==> src/rtl/arbitration_field_tx_if.sv <==
// Bundle of the arbitration field transmitter's control and bus-side signals.
// master drives the frame request and bit timing; slave is the transmitter.
interface arbitration_field_tx_if #(
    parameter int CNT_W = 6
);
    logic             enable;
    logic             sample_point;
    logic             stuff_bit_inserted;
    logic             sof_complete;
    logic             ide;
    logic             rtr;
    logic [28:0]      identifier;
    logic             rx_bit;
    logic             bit_arb;
    logic [CNT_W-1:0] bit_counter;
    logic             arb_complete;
    logic             arb_lost;
    logic             id_error;
    logic             busy;

    modport master (
        output enable, sample_point, stuff_bit_inserted, sof_complete,
        output ide, rtr, identifier, rx_bit,
        input  bit_arb, bit_counter, arb_complete, arb_lost, id_error, busy
    );

    modport slave (
        input  enable, sample_point, stuff_bit_inserted, sof_complete,
        input  ide, rtr, identifier, rx_bit,
        output bit_arb, bit_counter, arb_complete, arb_lost, id_error, busy
    );
endinterface

==> src/rtl/arbitration_field_tx.sv <==
// CAN arbitration field serializer (standard 11-bit / extended 29-bit IDs).
// Optional arbitration loss detection: define ARB_LOSS_DETECT_EN.
module arbitration_field_tx #(
    parameter bit EXT_SUPPORT = 1'b1,
    parameter int CNT_W       = 6
) (
    input  logic                 clock,
    input  logic                 reset,
    arbitration_field_tx_if.slave bus
);
    localparam logic [2:0] IDLE  = 3'd0;
    localparam logic [2:0] LOAD  = 3'd1;
    localparam logic [2:0] SHIFT = 3'd2;
    localparam logic [2:0] DONE  = 3'd3;
    localparam logic [2:0] LOST  = 3'd4;

    logic [2:0]       state_q, state_d;
    logic             bit_arb_q, bit_arb_d;
    logic [CNT_W-1:0] cnt_q, cnt_d;
    logic [31:0]      shreg_q, shreg_d;
    logic             ext_q, ext_d;
    logic             rtr_q, rtr_d;
    logic [28:0]      id_q, id_d;
    logic             id_error_q, id_error_d;

    logic             ext_in;
    logic [10:0]      base_in;
    logic             reserved;
    logic             consume;
    logic [31:0]      frame;
    logic [CNT_W-1:0] last_idx;

    // Request decode and frame word assembly from the latched request.
    always_comb begin
        ext_in   = EXT_SUPPORT && bus.ide;
        base_in  = ext_in ? bus.identifier[28:18] : bus.identifier[10:0];
        reserved = (base_in[10:4] == 7'h7F);
        consume  = bus.sample_point && !bus.stuff_bit_inserted;
        if (ext_q) begin
            frame    = {id_q[28:18], 2'b11, id_q[17:0], rtr_q};
            last_idx = CNT_W'(31);
        end else begin
            frame    = {id_q[10:0], rtr_q, 20'hFFFFF};
            last_idx = CNT_W'(11);
        end
    end

    // Next-state logic; enable low overrides everything with reset values.
    always_comb begin
        state_d    = state_q;
        bit_arb_d  = bit_arb_q;
        cnt_d      = cnt_q;
        shreg_d    = shreg_q;
        ext_d      = ext_q;
        rtr_d      = rtr_q;
        id_d       = id_q;
        id_error_d = 1'b0;

        unique case (state_q)
            IDLE: begin
                if (bus.sof_complete) begin
                    if (reserved) begin
                        id_error_d = 1'b1;
                    end else begin
                        state_d = LOAD;
                        ext_d   = ext_in;
                        rtr_d   = bus.rtr;
                        id_d    = bus.identifier;
                    end
                end
            end
            LOAD: begin
                bit_arb_d = frame[31];
                shreg_d   = {frame[30:0], 1'b1};
                cnt_d     = '0;
                state_d   = SHIFT;
            end
            SHIFT: begin
                if (consume) begin
`ifdef ARB_LOSS_DETECT_EN
                    if (bit_arb_q && !bus.rx_bit) begin
                        bit_arb_d = 1'b1;
                        state_d   = LOST;
                    end else
`endif
                    if (cnt_q == last_idx) begin
                        cnt_d     = cnt_q + CNT_W'(1);
                        bit_arb_d = 1'b1;
                        state_d   = DONE;
                    end else begin
                        cnt_d     = cnt_q + CNT_W'(1);
                        bit_arb_d = shreg_q[31];
                        shreg_d   = {shreg_q[30:0], 1'b1};
                    end
                end
            end
            DONE: begin
                state_d = IDLE;
            end
`ifdef ARB_LOSS_DETECT_EN
            LOST: begin
                bit_arb_d = 1'b1;
                state_d   = IDLE;
            end
`endif
            default: begin
                state_d = IDLE;
            end
        endcase

        if (!bus.enable) begin
            state_d    = IDLE;
            bit_arb_d  = 1'b1;
            cnt_d      = '0;
            shreg_d    = '1;
            ext_d      = 1'b0;
            rtr_d      = 1'b0;
            id_d       = '0;
            id_error_d = 1'b0;
        end
    end

    // State registers with asynchronous reset.
    always_ff @(posedge clock or posedge reset) begin
        if (reset) begin
            state_q    <= IDLE;
            bit_arb_q  <= 1'b1;
            cnt_q      <= '0;
            shreg_q    <= '1;
            ext_q      <= 1'b0;
            rtr_q      <= 1'b0;
            id_q       <= '0;
            id_error_q <= 1'b0;
        end else begin
            state_q    <= state_d;
            bit_arb_q  <= bit_arb_d;
            cnt_q      <= cnt_d;
            shreg_q    <= shreg_d;
            ext_q      <= ext_d;
            rtr_q      <= rtr_d;
            id_q       <= id_d;
            id_error_q <= id_error_d;
        end
    end

    assign bus.bit_arb      = bit_arb_q;
    assign bus.bit_counter  = cnt_q;
    assign bus.arb_complete = (state_q == DONE);
    assign bus.id_error     = id_error_q;
    assign bus.busy         = (state_q != IDLE);
`ifdef ARB_LOSS_DETECT_EN
    assign bus.arb_lost     = (state_q == LOST);
`else
    assign bus.arb_lost     = 1'b0;
`endif
endmodule

==> src/flat_wrapper.sv <==
// flat-port wrapper written by rule: the top's interface ports become plain ports
module arbitration_field_tx_flat 
#(
    parameter bit EXT_SUPPORT = 1'b1,
    parameter int CNT_W       = 6
)
  (clock, reset, bus_enable, bus_sample_point, bus_stuff_bit_inserted, bus_sof_complete, bus_ide, bus_rtr, bus_identifier, bus_rx_bit, bus_bit_arb, bus_bit_counter, bus_arb_complete, bus_arb_lost, bus_id_error, bus_busy);
  arbitration_field_tx_if #(.CNT_W(CNT_W)) bus_i ();
  input  logic clock;
  input  logic reset;
  input wire logic [$bits(bus_i.enable)-1:0] bus_enable;
  input wire logic [$bits(bus_i.sample_point)-1:0] bus_sample_point;
  input wire logic [$bits(bus_i.stuff_bit_inserted)-1:0] bus_stuff_bit_inserted;
  input wire logic [$bits(bus_i.sof_complete)-1:0] bus_sof_complete;
  input wire logic [$bits(bus_i.ide)-1:0] bus_ide;
  input wire logic [$bits(bus_i.rtr)-1:0] bus_rtr;
  input wire logic [$bits(bus_i.identifier)-1:0] bus_identifier;
  input wire logic [$bits(bus_i.rx_bit)-1:0] bus_rx_bit;
  output wire logic [$bits(bus_i.bit_arb)-1:0] bus_bit_arb;
  output wire logic [$bits(bus_i.bit_counter)-1:0] bus_bit_counter;
  output wire logic [$bits(bus_i.arb_complete)-1:0] bus_arb_complete;
  output wire logic [$bits(bus_i.arb_lost)-1:0] bus_arb_lost;
  output wire logic [$bits(bus_i.id_error)-1:0] bus_id_error;
  output wire logic [$bits(bus_i.busy)-1:0] bus_busy;
  assign bus_i.enable = bus_enable;
  assign bus_i.sample_point = bus_sample_point;
  assign bus_i.stuff_bit_inserted = bus_stuff_bit_inserted;
  assign bus_i.sof_complete = bus_sof_complete;
  assign bus_i.ide = bus_ide;
  assign bus_i.rtr = bus_rtr;
  assign bus_i.identifier = bus_identifier;
  assign bus_i.rx_bit = bus_rx_bit;
  assign bus_bit_arb = bus_i.bit_arb;
  assign bus_bit_counter = bus_i.bit_counter;
  assign bus_arb_complete = bus_i.arb_complete;
  assign bus_arb_lost = bus_i.arb_lost;
  assign bus_id_error = bus_i.id_error;
  assign bus_busy = bus_i.busy;
  arbitration_field_tx #(.EXT_SUPPORT(EXT_SUPPORT), .CNT_W(CNT_W)) u_core (.clock(clock), .reset(reset), .bus(bus_i));
endmodule
==> config.mk <==
export PLATFORM = sky130hd
export DESIGN_NAME = arbitration_field_tx_flat
export DESIGN_NICKNAME = d
export VERILOG_FILES = /design/src/rtl/arbitration_field_tx_if.sv /design/src/rtl/arbitration_field_tx.sv /design/src/flat_wrapper.sv
export SDC_FILE = /design/constraint.sdc
export NUM_CORES = 1
export LEC_CHECK = 0
export ABC_AREA = 1
export CAP_MARGIN = 10
export CORE_ASPECT_RATIO = 2
export CORE_MARGIN = 8
export CORE_UTILIZATION = 45
export DETAILED_ROUTE_END_ITERATION = 16
export PLACE_DENSITY = 0.73
export SYNTH_ARGS = -nofsm -noshare
export SYNTH_HDL_FRONTEND = slang
export SYNTH_SLANG_ARGS = --single-unit
==> constraint.sdc <==
create_clock -name clock -period 6.8 [get_ports clock]
set_clock_uncertainty 0.2 [all_clocks]
set_input_delay 1.02 -clock clock [delete_from_list [all_inputs] [get_ports clock]]
set_output_delay 1.02 -clock clock [all_outputs]
set_load 0.03 [all_outputs]
==> impl_metrics.csv, run 1 <==
group,metric,value,unit
min_path,worstHoldStart,"u_core.shreg_q[19]$_DFFE_PP1P_",
worst_setup_path,slowest_delay,590,ps
worst_setup_path,critPathBufInv,5,
place,dp_hpwl,5420,um
sta,finalSetupViolations,0,
worst_setup_path,crit_family,"buffers and inverters",
worst_setup_path,path_cells,"clkdlybuf4s50_1 > buf_4 > nand2_4 > inv_2 > o21ai_2 > nand2_4 > inv_4 > o21ai_4 > buf_4 > nand2_1 > o21ai_2",
finish,diodes,0,
finish,mostFrequentLayoutCells,"152 x nand2_1, 50 x o21ai_0, 46 x clkdlybuf4s50_1",
die,core.rowCount,46,
finish,area_delta_synth_final,21.3,%
worst_setup_path,crit_path_end_kind,"flip-flop",
detailed_routing,via_count,2943,
synthesis,post_synth.cell_area_avg,8.56,sq um
synthesis,syn-cell-area,0.00362,sq mm
power,ir_drop,0.203,mV
flow_run,maxCapViolCount,0,
detailed_routing,ant_nets,0,
run_status,outcome,"finished clean",
sta,hold_viol,0,
sta,period_needed,3550,ps
sta,final.setup.tns,0,ps
sta,final_max_slew_viol_count,0,
clock_network,cts_made_buffers,9,
worst_setup_path,cp.arrival,3610,ps
sta,setup_ws,3250,ps
die,die_w,79.4,um
synthesis,yosys_warnings,0,
power,cellPowerDensity,378,mW/mm^2
sta,timing.fmax,0.282,GHz
worst_setup_path,crit_fanout,62,
sta,worst_pin_slew,876,ps
die,coreArea,0.00789,sq mm
detailed_routing,routed_via_density,5.27,
global_route,antenna_found_initial,0,
detailed_routing,drt-met1-wl,3110,um
detailed_routing,drt_iter0_drc,188,
global_route,grt_start_max_net_pins,73,
global_route,grt_pass1_vias,2973,
detailed_routing,routedWlPerCell,13.9,um
detailed_routing,drc,0,
clock_network,cts_buffer_depth,2,
clock_network,cts_tree,"yes",
die,io_pins,49,
clock_network,root_buffer,"clkbuf_16",
sta,relSlewSlack,41.6,%
power,leakage,1.88,nW
synthesis,seq_area_frac_synth,50.8,%
synthesis,synth.net_count,466,
synthesis,ys_seq_elements,72,
detailed_routing,dr_wl_met3,261,um
min_path,min_path_type,"flip-flop to flip-flop",
global_route,grt_overflow_total,0,
worst_setup_path,r2r-start,"u_core.state_q[0]$_DFFE_PP0P_",
place,placed_area,0.00406,sq mm
synthesis,synthArstFlopShare,100,%
sta,fin_crit_sh,52.2,%
worst_setup_path,worstPathRequired,6860,ps
finish,nFillCells,712,
detailed_routing,highest_layer,"met4",
place,gp_congestion,0.846,
global_route,grtUsageTotal,14.9,%
worst_setup_path,cp-startpoint,"bus_enable",
clock_network,clk_latency,330,ps
place,place_ws,2910,ps
worst_setup_path,slowest_stage,"buf_4",
global_route,grt_pass1_wl,13600,um
finish,final_nets,500,
place,io_buffers,46,
clock_network,clk_pin_slew,50,ps
synthesis,synth_edf_count,0,
die,die_h,143,um
detailed_routing,route.met2.wl,4240,um
clock_network,postCtsSetupBuffers,0,
worst_setup_path,startpoint_type,"primary input",
clock_network,cts-htree-levels,3,
detailed_routing,drtPass1Iterations,4,
clock_network,cts_resized,0,
detailed_routing,drt-total-wl,7780,um
clock_network,ctsHoldBuffers,0,
finish,drive_gt1_share,19.5,%
finish,layout_commonest_cell,"nand2_1",
synthesis,synthDistinctLibCells,27,
clock_network,clock_sinks,72,
finish,stdcell_area,0.00440,sq mm
worst_setup_path,crit_type,"primary input to flip-flop",
synthesis,syn_inst,423,
synthesis,synthFlopType,"dfrtp_1",
sta,rsz0062_at_grt,"false",
die,die_area,0.0114,sq mm
die,start_util,45.9,%
[worst min-delay path, delay by kind of cell (launching register included)]
family           cells  cell delay (ps)
AO/OA/AOI/OAI        1               50
flip-flops           1              360
AND/OR/NAND/NOR      1               60
[power breakdown]
part	switching [W]	internal (W)
clock	0.000173	0.000340
sequential	0.0000882	0.000622
combinational	0.000272	0.000167
total	0.000533	0.00113
[worst paths after layout]
| kind | slack, ps | depth (start not counted) | end |
|---|---|---|---|
| max reg2reg | 3820 | 11 | u_core.shreg_q[3]$_DFFE_PP1P_ |
| max | 3250 | 11 | u_core.shreg_q[3]$_DFFE_PP1P_ |
| min | 280 | 2 | u_core.shreg_q[19]$_DFFE_PP1P_ |
| max in group asynchronous | 4750 | 3 | u_core.id_q[20]$_DFFE_PP0P_ |
| min in group asynchronous | 1080 | 3 | u_core.bus.bit_counter[0]$_DFFE_PP0P_ |
| min reg2reg | 280 | 2 | u_core.shreg_q[19]$_DFFE_PP1P_ |
[layer usage]
| layer | track usage [%] | vias up |
|---|---|---|
| met1 | 16.9 | 1403 |
| met5 | 0 | - |
| met3 | 3.15 | 12 |
| met4 | 7.37 | 0 |
| li1 | - | 1465 |
| met2 | 25.3 | 63 |
[cell type report]
| class | count | area [sq um] | share of cell area [%] |
|---|---|---|---|
| repair buffers | 50 | 490 | 11.2 |
| flip-flops and latches | 72 | 1840 | 41.9 |
| well taps | 96 | 120 | 2.73 |
| clock buffers | 11 | 253 | 5.75 |
| multi-input cells | 306 | 1540 | 35.1 |
| inverters | 18 | 70.1 | 1.59 |
| clock inverters | 5 | 78.8 | 1.79 |
[state kept, by name, summed over array words and instances, names as in the netlist]
register and flops:
u_core.bus.bit_counter 6, u_core.ext_q 1, u_core.bus.bit_arb 1, u_core.state_q 2, u_core.rtr_q 1, u_core.bus.id_error 1
u_core.id_q 29, u_core.shreg_q 31
[synthesized netlist by cell type, types with 2 or more instances]
| master | count | area [sq um] |
|---|---|---|
| nand2_4 | 2 | 22.5 |
| nand3_1 | 19 | 95.1 |
| a21oi_1 | 3 | 15.0 |
| buf_6 | 7 | 78.8 |
| o21ai_2 | 30 | 263 |
| dfstp_2 | 32 | 841 |
| dfrtp_1 | 40 | 1000 |
| nand4_1 | 4 | 25.0 |
| buf_2 | 6 | 30.0 |
| xor2_1 | 2 | 17.5 |
| inv_1 | 15 | 56.3 |
| o21ai_1 | 2 | 10.0 |
| nor2_1 | 14 | 52.6 |
| buf_4 | 2 | 15.0 |
| buf_1 | 3 | 11.3 |
| nand2_1 | 152 | 571 |
| o22ai_1 | 18 | 113 |
| inv_2 | 2 | 7.51 |
| ha_1 | 5 | 62.6 |
| clkbuf_1 | 9 | 33.8 |
| o21ai_0 | 50 | 250 |
[through the flow]
| step | std cells | hold WS (ps) | utilization (%) | total power (W) |
|---|---|---|---|---|
| final | 558 | 278 | 55.7 | 0.00166 |
| after global routing | 558 | 286 | 55.7 | 0.00176 |
| after CTS | 558 | 280 | 55.7 | 0.00168 |
| after detailed placement | 542 | 271 | 51.5 | 0.00116 |
| after global placement | 542 | 266 | 51.5 | 0.00114 |
| after floorplan | 423 | 248 | - | 0.00106 |
[kinds of logic after synthesis]
logic type	share of synthesized area, %
and+or+nand+nor	21.6
AOI/OAI and AO/OA	18.6
DFF	50.8
buffers and inverters	6.60
adders and majority gates	1.73
xor gates and xnor gates	0.484
other	0.104
Power figures use the tool's default switching activity.
==> run 2: changes to the inputs <==
--- a/config.mk
+++ b/config.mk
@@ -11,7 +11,7 @@
 export CORE_MARGIN = 8
 export CORE_UTILIZATION = 45
 export DETAILED_ROUTE_END_ITERATION = 16
-export PLACE_DENSITY = 0.73
+export PLACE_DENSITY = 0.76
 export SYNTH_ARGS = -nofsm -noshare
 export SYNTH_HDL_FRONTEND = slang
 export SYNTH_SLANG_ARGS = --single-unit
==> constraint.sdc (replaced) <==
create_clock -name clock -period 3 [get_ports clock]
set_clock_uncertainty 0.2 [all_clocks]
set_input_delay 0.45 -clock clock [delete_from_list [all_inputs] [get_ports clock]]
set_output_delay 0.45 -clock clock [all_outputs]
set_load 0.03 [all_outputs]
==> impl_metrics.csv, run 2 (synthesized netlist as in run 1, its figures left out) <==
group,metric,value,unit
place,gp_congestion,0.854,
die,die_area,0.0114,sq mm
sta,final.setup.tns,0,ps
die,coreArea,0.00789,sq mm
place,dp_hpwl,5680,um
finish,largest_register_ffs,31,
finish,mostFrequentLayoutCells,"152 x nand2_1, 50 x o21ai_0, 46 x clkdlybuf4s50_1",
finish,largest_register,"u_core.shreg_q",
min_path,hold_depth,2,
finish,final_nets,505,
finish,layout_commonest_cell,"nand2_1",
sta,period_needed,2560,ps
detailed_routing,drt_iter0_drc,190,
die,die_h,143,um
sta,worst_pin_slew,616,ps
global_route,grt_pass1_vias,2965,
finish,nFillCells,701,
detailed_routing,routed_via_density,5.20,
worst_setup_path,crit_path_end_kind,"flip-flop",
worst_setup_path,r2r_cells,11,
clock_network,clk_pin_slew,50,ps
place,io_buffers,46,
sta,hold_viol,0,
power,ir_drop,0.466,mV
worst_setup_path,r2r-start,"u_core.state_q[0]$_DFFE_PP0P_",
detailed_routing,ant_nets,0,
worst_setup_path,r2r_end,"u_core.shreg_q[19]$_DFFE_PP1P_",
global_route,grt_pass1_wl,13800,um
power,leakage,1.88,nW
worst_setup_path,crit_type,"flip-flop to flip-flop",
worst_setup_path,cp.arrival,2620,ps
sta,rsz0062_at_grt,"false",
sta,relSlewSlack,58.9,%
place,place_ws,416,ps
sta,holdWs,278,ps
min_path,worstHoldStart,"u_core.shreg_q[17]$_DFFE_PP1P_",
finish,diodes,0,
sta,setup_ws,445,ps
clock_network,cts_resized,0,
flow_run,maxCapViolCount,0,
clock_network,cts-htree-levels,3,
sta,finalSetupViolations,0,
clock_network,cts_tree,"yes",
sta,fin_crit_sh,85.2,%
detailed_routing,drtPass1Iterations,5,
power,combPwrFrac,29.0,%
finish,register_area,0.00184,sq mm
min_path,min_to,"u_core.shreg_q[17]$_DFFE_PP1P_",
finish,area_delta_synth_final,21.9,%
worst_setup_path,worstPathRequired,3060,ps
power,p_sw_share,33.0,%
detailed_routing,routedWlPerCell,14.0,um
worst_setup_path,rrSetupSlack,440,ps
global_route,antenna_found_initial,0,
global_route,grtUsageTotal,15.3,%
power,p_clk_share,27.1,%
min_path,min_path_type,"flip-flop to flip-flop",
finish,drive_gt1_share,19.5,%
sta,final_max_slew_viol_count,0,
clock_network,cts_made_buffers,9,
clock_network,root_buffer,"clkbuf_16",
detailed_routing,via_count,2925,
clock_network,clk_latency,330,ps
die,die_w,79.4,um
power,cellPowerDensity,828,mW/mm^2
finish,multi_input_area,0.00154,sq mm
clock_network,cts_buffer_depth,2,
detailed_routing,drt-total-wl,7860,um
clock_network,ctsHoldBuffers,0,
power,internal_power,0.00245,W
sta,timing.fmax,0.391,GHz
die,io_pins,49,
run_status,outcome,"finished clean",
power,seqPwrFrac,43.9,%
global_route,grt_overflow_total,0,
detailed_routing,drc,0,
die,core.rowCount,46,
worst_setup_path,crit_fanout,16,
die,start_util,45.9,%
global_route,grt_start_max_net_pins,63,
power,power.switching,0.00121,W
clock_network,postCtsSetupBuffers,0,
worst_setup_path,startpoint_type,"flip-flop",
clock_network,clock_sinks,72,
## run 2: metal layers
layer | vias to the layer above | global-route usage (%) | share of wire [%]
met5 | - | 0 | 0
met4 | 0 | 6.98 | 2.5
met3 | 12 | 3.53 | 2.7
met2 | 55 | 26.4 | 54
met1 | 1377 | 17.1 | 40
li1 | 1481 | - | -
## run 2: worst max path at each step
| stage | start | endpoint | slack (ps) | depth (start not counted) |
|---|---|---|---|---|
| after CTS | u_core.state_q[0]$_DFFE_PP0P_ | u_core.shreg_q[19]$_DFFE_PP1P_ | 440 | 11 |
| final | u_core.state_q[0]$_DFFE_PP0P_ | u_core.shreg_q[19]$_DFFE_PP1P_ | 440 | 11 |
| after detailed placement | bus_enable | u_core.shreg_q[13]$_DFFE_PP1P_ | 420 | 10 |
| after floorplan | reset | u_core.bus.bit_counter[0]$_DFFE_PP0P_ | 580 | 1 |
| after global placement | bus_enable | u_core.shreg_q[12]$_DFFE_PP1P_ | 450 | 10 |
| after global routing | u_core.state_q[0]$_DFFE_PP0P_ | u_core.shreg_q[18]$_DFFE_PP1P_ | 270 | 11 |
## run 2: power by group through the flow
| stage | Clock [W] | Sequential, W | Combinational [W] |
|---|---|---|---|
| 2_1_floorplan | 0 | 0.00156 | 0.000849 |
| 3_3_place_gp | 0 | 0.00160 | 0.00103 |
| 3_5_place_dp | 0 | 0.00161 | 0.00106 |
| 4_1_cts | 0.00101 | 0.00160 | 0.00107 |
| 5_1_grt | 0.00105 | 0.00164 | 0.00120 |
| 6_report | 0.000992 | 0.00161 | 0.00106 |
## run 2: final cells by class
class / count / area share (%)
timing repair buffer: 55 / 12.8
tap: 96 / 2.72
inverter: 18 / 1.59
sequential: 72 / 41.7
clock buffer: 15 / 6.29
multi-input combinational: 306 / 34.9
## run 2: stage by stage
step           utilization (%)  total power (W)  cells  area, sq um
2_1_floorplan                -          0.00241    423         3620
3_3_place_gp              52.5          0.00263    547         4140
3_5_place_dp              52.5          0.00267    547         4140
4_1_cts                   56.0          0.00368    562         4420
5_1_grt                   56.0          0.00389    562         4420
6_report                  56.0          0.00366    562         4420
## run 2: worst max-delay path, stage by stage (launching register included)
cell	delay (ps)
dfrtp_1	420
inv_1	100
ha_1	460
nand2_4	190
inv_2	140
o21ai_2	90
nand2_4	120
inv_4	70
o21ai_4	200
buf_4	330
nand2_1	100
o21ai_2	70
==> run 3: changes to the inputs <==
--- a/config.mk
+++ b/config.mk
@@ -11,6 +11,7 @@
 export CORE_MARGIN = 8
 export CORE_UTILIZATION = 45
 export DETAILED_ROUTE_END_ITERATION = 16
+export HOLD_SLACK_MARGIN = 0.12
 export PLACE_DENSITY = 0.76
 export SYNTH_ARGS = -nofsm -noshare
 export SYNTH_HDL_FRONTEND = slang
==> results of run 3 <==
Final layout, timing and power as in run 2 (identical DEF).
